===== config.mk =====
export PLATFORM = sky130hd
export DESIGN_NAME = gate_truth_sequencer
export DESIGN_NICKNAME = d
export VERILOG_FILES = /design/src/rtl/gate_seq_pkg.sv /design/src/rtl/gate_seq_settle_timer.sv /design/src/rtl/gate_truth_sequencer.sv
export SDC_FILE = /design/constraint.sdc
export NUM_CORES = 1
export LEC_CHECK = 0
export BUFFER_PORTS_ARGS = -buffer_cell sky130_fd_sc_hd__clkbuf_2
export CAP_MARGIN = 20
export CORE_MARGIN = 2
export CORE_UTILIZATION = 53
export CTS_CLUSTER_SIZE = 10
export DETAILED_ROUTE_END_ITERATION = 7
export GPL_ROUTABILITY_DRIVEN = 1
export GPL_TIMING_DRIVEN = 0
export PLACE_DENSITY_LB_ADDON = 0.05
export SYNTH_ARGS = -nofsm -noshare
export SYNTH_HDL_FRONTEND = slang
export SYNTH_SLANG_ARGS = --single-unit

===== constraint.sdc =====
create_clock -name clk -period 1.6 [get_ports clk]
set_input_delay 0.4 -clock clk [delete_from_list [all_inputs] [get_ports clk]]
set_output_delay 0.4 -clock clk [all_outputs]
set_load 0.005 [all_outputs]

===== src/rtl/gate_seq_pkg.sv =====
// Shared types for the gate truth-table sequencer: FSM state encoding.
package gate_seq_pkg;
  localparam int STATE_W = 2;

  typedef enum logic [STATE_W-1:0] {
    ST_IDLE,
    ST_DRIVE,
    ST_SAMPLE,
    ST_DONE
  } state_e;
endpackage


===== src/rtl/gate_seq_settle_timer.sv =====
// Loadable down-counter that times how long gate_in is held in DRIVE.
// expire pulses on the last held cycle so the FSM leaves DRIVE on that edge.
module gate_seq_settle_timer #(
  parameter int LOAD_VAL = 1
) (
  input  logic clk,
  input  logic rst_n,
  input  logic load,
  input  logic en,
  output logic expire
);
  localparam int CW = $clog2(LOAD_VAL + 1);

  logic [CW-1:0] cnt_q, cnt_d;

  always_comb begin
    cnt_d = cnt_q;
    if (load)
      cnt_d = CW'(LOAD_VAL);
    else if (en && cnt_q != '0)
      cnt_d = cnt_q - 1'b1;
  end

  always_ff @(posedge clk or negedge rst_n) begin
    if (!rst_n) cnt_q <= '0;
    else        cnt_q <= cnt_d;
  end

  // Count value 1 means this is the final settle cycle.
  assign expire = en && !load && (cnt_q == CW'(1));
endmodule


===== src/rtl/gate_truth_sequencer.sv =====
// Sweeps every input row of a gate under check, captures its output and compares to EXPECT.
// Optional GATE_SEQ_STOP_ON_FAIL_EN: end the sweep on the first mismatching row.
module gate_truth_sequencer
  import gate_seq_pkg::*;
#(
  parameter int                     N_IN          = 2,
  parameter int                     SETTLE_CYCLES = 1,
  parameter logic [(1<<N_IN)-1:0]   EXPECT        = 4'b1000
) (
  input  logic                  clk,
  input  logic                  rst_n,
  input  logic                  start,
  input  logic                  gate_out,
  output logic [N_IN-1:0]       gate_in,
  output logic                  busy,
  output logic                  done,
  output logic                  pass,
  output logic [N_IN:0]         fail_count,
  output logic [(1<<N_IN)-1:0]  result_vec
);
  localparam int NV = 1 << N_IN;

  state_e          state_q, state_d;
  logic [N_IN-1:0] idx_q, idx_d;
  logic [N_IN-1:0] gate_in_q, gate_in_d;
  logic [N_IN:0]   fail_q, fail_d;
  logic [NV-1:0]   res_q, res_d;
  logic            tmr_load, tmr_en, tmr_expire;
  logic            mismatch, last_row, finish;

  gate_seq_settle_timer #(
    .LOAD_VAL (SETTLE_CYCLES)
  ) u_settle (
    .clk    (clk),
    .rst_n  (rst_n),
    .load   (tmr_load),
    .en     (tmr_en),
    .expire (tmr_expire)
  );

  assign mismatch = (gate_out != EXPECT[idx_q]);
  assign last_row = (idx_q == '1);
`ifdef GATE_SEQ_STOP_ON_FAIL_EN
  assign finish = last_row || mismatch;
`else
  assign finish = last_row;
`endif

  always_comb begin
    state_d   = state_q;
    idx_d     = idx_q;
    gate_in_d = gate_in_q;
    fail_d    = fail_q;
    res_d     = res_q;
    tmr_load  = 1'b0;
    tmr_en    = 1'b0;
    case (state_q)
      ST_IDLE, ST_DONE: begin
        if (start) begin
          state_d   = ST_DRIVE;
          idx_d     = '0;
          gate_in_d = '0;
          fail_d    = '0;
          res_d     = '0;
          tmr_load  = 1'b1;
        end
      end
      ST_DRIVE: begin
        tmr_en = 1'b1;
        if (tmr_expire) state_d = ST_SAMPLE;
      end
      ST_SAMPLE: begin
        res_d[idx_q] = gate_out;
        if (mismatch) fail_d = fail_q + 1'b1;
        if (finish) begin
          state_d   = ST_DONE;
          gate_in_d = '0;
        end else begin
          state_d   = ST_DRIVE;
          idx_d     = idx_q + 1'b1;
          gate_in_d = idx_q + 1'b1;
          tmr_load  = 1'b1;
        end
      end
      default: state_d = ST_IDLE;
    endcase
  end

  always_ff @(posedge clk or negedge rst_n) begin
    if (!rst_n) begin
      state_q   <= ST_IDLE;
      idx_q     <= '0;
      gate_in_q <= '0;
      fail_q    <= '0;
      res_q     <= '0;
    end else begin
      state_q   <= state_d;
      idx_q     <= idx_d;
      gate_in_q <= gate_in_d;
      fail_q    <= fail_d;
      res_q     <= res_d;
    end
  end

  assign gate_in    = gate_in_q;
  assign busy       = (state_q == ST_DRIVE) || (state_q == ST_SAMPLE);
  assign done       = (state_q == ST_DONE);
  assign pass       = done && (fail_q == '0);
  assign fail_count = fail_q;
  assign result_vec = res_q;
endmodule


==> results.py <==
metrics = {
    "logic_synthesis": {
        "cell_accounting_for_the_most_synthesized_area": "sky130_fd_sc_hd__dfrtp_1",
        "yosys-top-cells-area": "sky130_fd_sc_hd__dfrtp_1 (39%), sky130_fd_sc_hd__ha_1 (17%), sky130_fd_sc_hd__nand2_1 (4.5%), sky130_fd_sc_hd__o21ai_0 (3.9%), sky130_fd_sc_hd__inv_1 (3.7%)",
        "synth_cell_types": 30,
        "synthesized_netlist_cell_count": 93,
        "yosys_warnings": 0,
        "ys_seq_area_share_pct": 38.5,
        "netlist_area_um2": 910,
        "async_set_or_reset_register_ratio_after_synthesis_pct": 100,
        "synth_seq_cells": 14,
        "synth_edf_count": 0,
        "synthesis.area_per_instance_um2": 9.78,
        "ys_dominant_reg_cell": "sky130_fd_sc_hd__dfrtp_1",
        "mappedNetlistNets": 109,
        "synth_top_cell_area_share_pct": 38.5,
    },
    "global_route": {
        "remaining_global_route_overflow": 0,
        "groute.usage.overall_pct": 20.9,
        "initial_antenna_violation_count": 0,
        "number_of_global_route_vias_before_repair": 691,
        "grt_start_max_net_pins": 15,
        "grt_pass1_wl_mm": 2.99,
    },
    "sta": {
        "final_hold_viol_count": 0,
        "setup_slack_after_layout_ps": -41.0,
        "finalMaxSlewViolations": 0,
        "maxSlewHeadroom_pct": 75.9,
        "post-route-period-util_pct": 103,
        "tightest_slew_ps": 362,
        "grt_setup_unrepaired": "yes",
        "period_needed_ps": 1640,
        "number_of_failing_setup_endpoints_in_the_final_timing_report": 1,
        "achievable-frequency_ghz": 0.609,
        "finalClockSkew_ps": 3.10,
    },
    "clock_tree": {
        "cts_root_buffer": "sky130_fd_sc_hd__clkbuf_4",
        "cts_inserted_buffers": 3,
        "clk-insertion-delay-late_ps": 280,
        "clk_pin_slew_ps": 90,
        "cts.sink_count": 14,
        "htreeDepth": 1,
        "clock_tree_from_tritoncts": "yes",
        "max-clock-path-buffers": 2,
    },
    "power_and_ir_drop": {
        "total_power_mw": 1.88,
        "vdd_drop_max_v": 0.000865,
        "seq_power_share_pct": 29.3,
        "powerDensity_nw_per_um2": 1700,
        "power.clock.fraction_pct": 13.7,
        "intPower_mw": 1.12,
        "swShare_pct": 40.5,
        "p_leak_nw": 0.555,
        "p_switching_mw": 0.762,
        "combPwrFrac_pct": 57.1,
    },
    "die": {
        "ios": 16,
        "floorplan.die.width_um": 45.4,
        "initial_utilization_pct": 58.3,
        "floorplan.die_area_um2": 2060,
        "fp.coreArea_um2": 1560,
        "die_height_um": 45.4,
        "rows": 14,
    },
    "critical_path": {
        "worst-endpoint-arrival_ps": 1240,
        "crit_path_start_kind": "flip-flop",
        "critPathRequiredTime_ps": 1200,
        "rrSetupSlack_ps": 70,
        "r2r.worst_path.cells": 5,
        "criticalPathCategory": "reg -> out",
        "worstSetupEndpointType": "primary output",
        "timing.critical_path.fanout_max": 2,
        "r2r_end": "state_q[1]$_DFFE_PN0P_",
        "source_of_the_worst_register_to_register_timing_path": "state_q[0]$_DFFE_PN0P_",
    },
    "detailed_routing": {
        "antenna_nets_post_route": 0,
        "via_count": 723,
        "wirelength_mm": 1.78,
        "remaining_drc_errors": 0,
        "drt_pass1_iterations": 4,
        "drtIter0Drc": 15,
        "vias_per_cell": 5.48,
        "route.detailed.wl_per_inst_um": 13.5,
    },
    "outcome": {
        "violations": "setup timing",
        "status": "finished with violations",
    },
    "final_layout": {
        "utilization_pct": 71.1,
        "post_route_cells_drive_above_1_share_pct": 31.9,
        "fin_nets": 133,
        "insertedDiodeCount": 0,
        "areaGrowthSynthToFinish_pct": 21.9,
    },
    "min_path": {
        "hp-class": "in -> async",
    },
    "placed_design": {
        "portBuffers": 14,
        "detailedPlacementHpwl_mm": 1.18,
        "gpl.final_weighted_congestion": 0.823,
    },
    "job": {
        "max_cap_violations": 0,
    },
}
==> Yosys cell counts, types with 2 or more instances <==
master,count
sky130_fd_sc_hd__nor2b_1,4
sky130_fd_sc_hd__nand3_1,2
sky130_fd_sc_hd__a22o_1,2
sky130_fd_sc_hd__a21oi_1,5
sky130_fd_sc_hd__inv_1,9
sky130_fd_sc_hd__nand4_1,3
sky130_fd_sc_hd__nand2b_1,2
sky130_fd_sc_hd__mux2i_1,2
sky130_fd_sc_hd__o22ai_1,2
sky130_fd_sc_hd__ha_1,12
sky130_fd_sc_hd__dfrtp_1,14
sky130_fd_sc_hd__nand2_1,11
sky130_fd_sc_hd__o21ai_0,7
sky130_fd_sc_hd__buf_6,2
==> how the worst max path moves through the flow <==
stage                           startpoint                      to  cells after the start
floorplan           state_q[0]$_DFFE_PN0P_  state_q[1]$_DFFE_PN0P_                      5
global placement    state_q[0]$_DFFE_PN0P_  state_q[1]$_DFFE_PN0P_                      5
detailed placement  state_q[0]$_DFFE_PN0P_  state_q[1]$_DFFE_PN0P_                      5
CTS                 state_q[0]$_DFFE_PN0P_                    pass                      4
global route        state_q[0]$_DFFE_PN0P_                    pass                      4
finish              state_q[0]$_DFFE_PN0P_                    pass                      4
==> per-layer routing <==
metal,GRT usage (%),up-vias,share of wire (%)
li1,-,363,-
met1,27.3,338,47
met2,31.3,20,47
met3,3.57,2,4.3
met4,14.7,0,1.0
met5,0,-,0
==> critical path, cell delays in order (launching register included) <==
cell	delay (ps)
sky130_fd_sc_hd__dfrtp_1	410
sky130_fd_sc_hd__buf_6	130
sky130_fd_sc_hd__ha_4	150
sky130_fd_sc_hd__and3b_1	150
sky130_fd_sc_hd__buf_2	120
==> through the flow <==
stage          instance area [µm²]  cells  hold slack [ps]  setup TNS [ps]  worst slack [ps]
3_5_place_dp                  1000    123              326           -3.80             -3.80
3_3_place_gp                  1000    123              324           -2.00             -2.00
5_1_grt                       1110    132             20.1            -161              -108
6_report                      1110    132             12.1           -41.0             -41.0
2_1_floorplan                  910     93              104               0              93.0
4_1_cts                       1080    130             4.85           -50.9             -48.8
==> repair_timing <==
item                       in CTS  in global routing
setup buffers                   4                  2
gates resized for setup         7                  4
hold buffers                    0                  0
pin swaps                       3                  2
setup endpoints to repair       4                  6
==> cell usage in the layout, fill, tap and decap left out, types with 3 or more instances in the layout <==
master,Yosys,routed
sky130_fd_sc_hd__inv_1,9,7
sky130_fd_sc_hd__nor2b_1,4,4
sky130_fd_sc_hd__nand4_1,3,3
sky130_fd_sc_hd__buf_4,1,6
sky130_fd_sc_hd__dfrtp_1,14,13
sky130_fd_sc_hd__o21ai_0,7,7
sky130_fd_sc_hd__a21oi_1,5,5
sky130_fd_sc_hd__ha_1,12,9
sky130_fd_sc_hd__clkbuf_2,1,14
sky130_fd_sc_hd__clkbuf_4,0,4
sky130_fd_sc_hd__nand2_1,11,11
==> registers in the layout, indices dropped and copies added (netlist names) <==
name            flops
fail_count          3
state_q             2
idx_q               2
result_vec          4
u_settle.cnt_q      1
gate_in             2
==> final cells by class <==
cell class	instances	area, µm²
multi-input cells	65	517
fillers	117	450
flip-flops and latches	14	352
repair buffers	20	119
clock buffers	4	36.3
inverters	9	33.8
plain buffers	4	31.3
well taps	16	20.0
==> cell families (layout without fill, tap and decap cells) <==
group                      after synthesis  in the layout  share of synthesized area, %
AOI/OAI and AO/OA                       23             23                          17.1
xor gates and xnor gates                 2              2                          2.75
adders and majority gates               12             12                          16.5
buffers and inverters                   14             37                          8.11
DFF                                     14             14                          38.5
muxes                                    2              2                          2.20
and+or+nand+nor                         26             26                          14.9
==> power by group through the flow <==
stage	sequential (mW)	clock, mW	combinational, mW
after floorplan	0.543	0	0.653
after global placement	0.553	0	0.871
after detailed placement	0.557	0	0.883
after CTS	0.552	0.271	0.990
after global routing	0.566	0.286	1.19
final	0.550	0.257	1.07
Note: power is estimated with default switching activity, not from simulation.
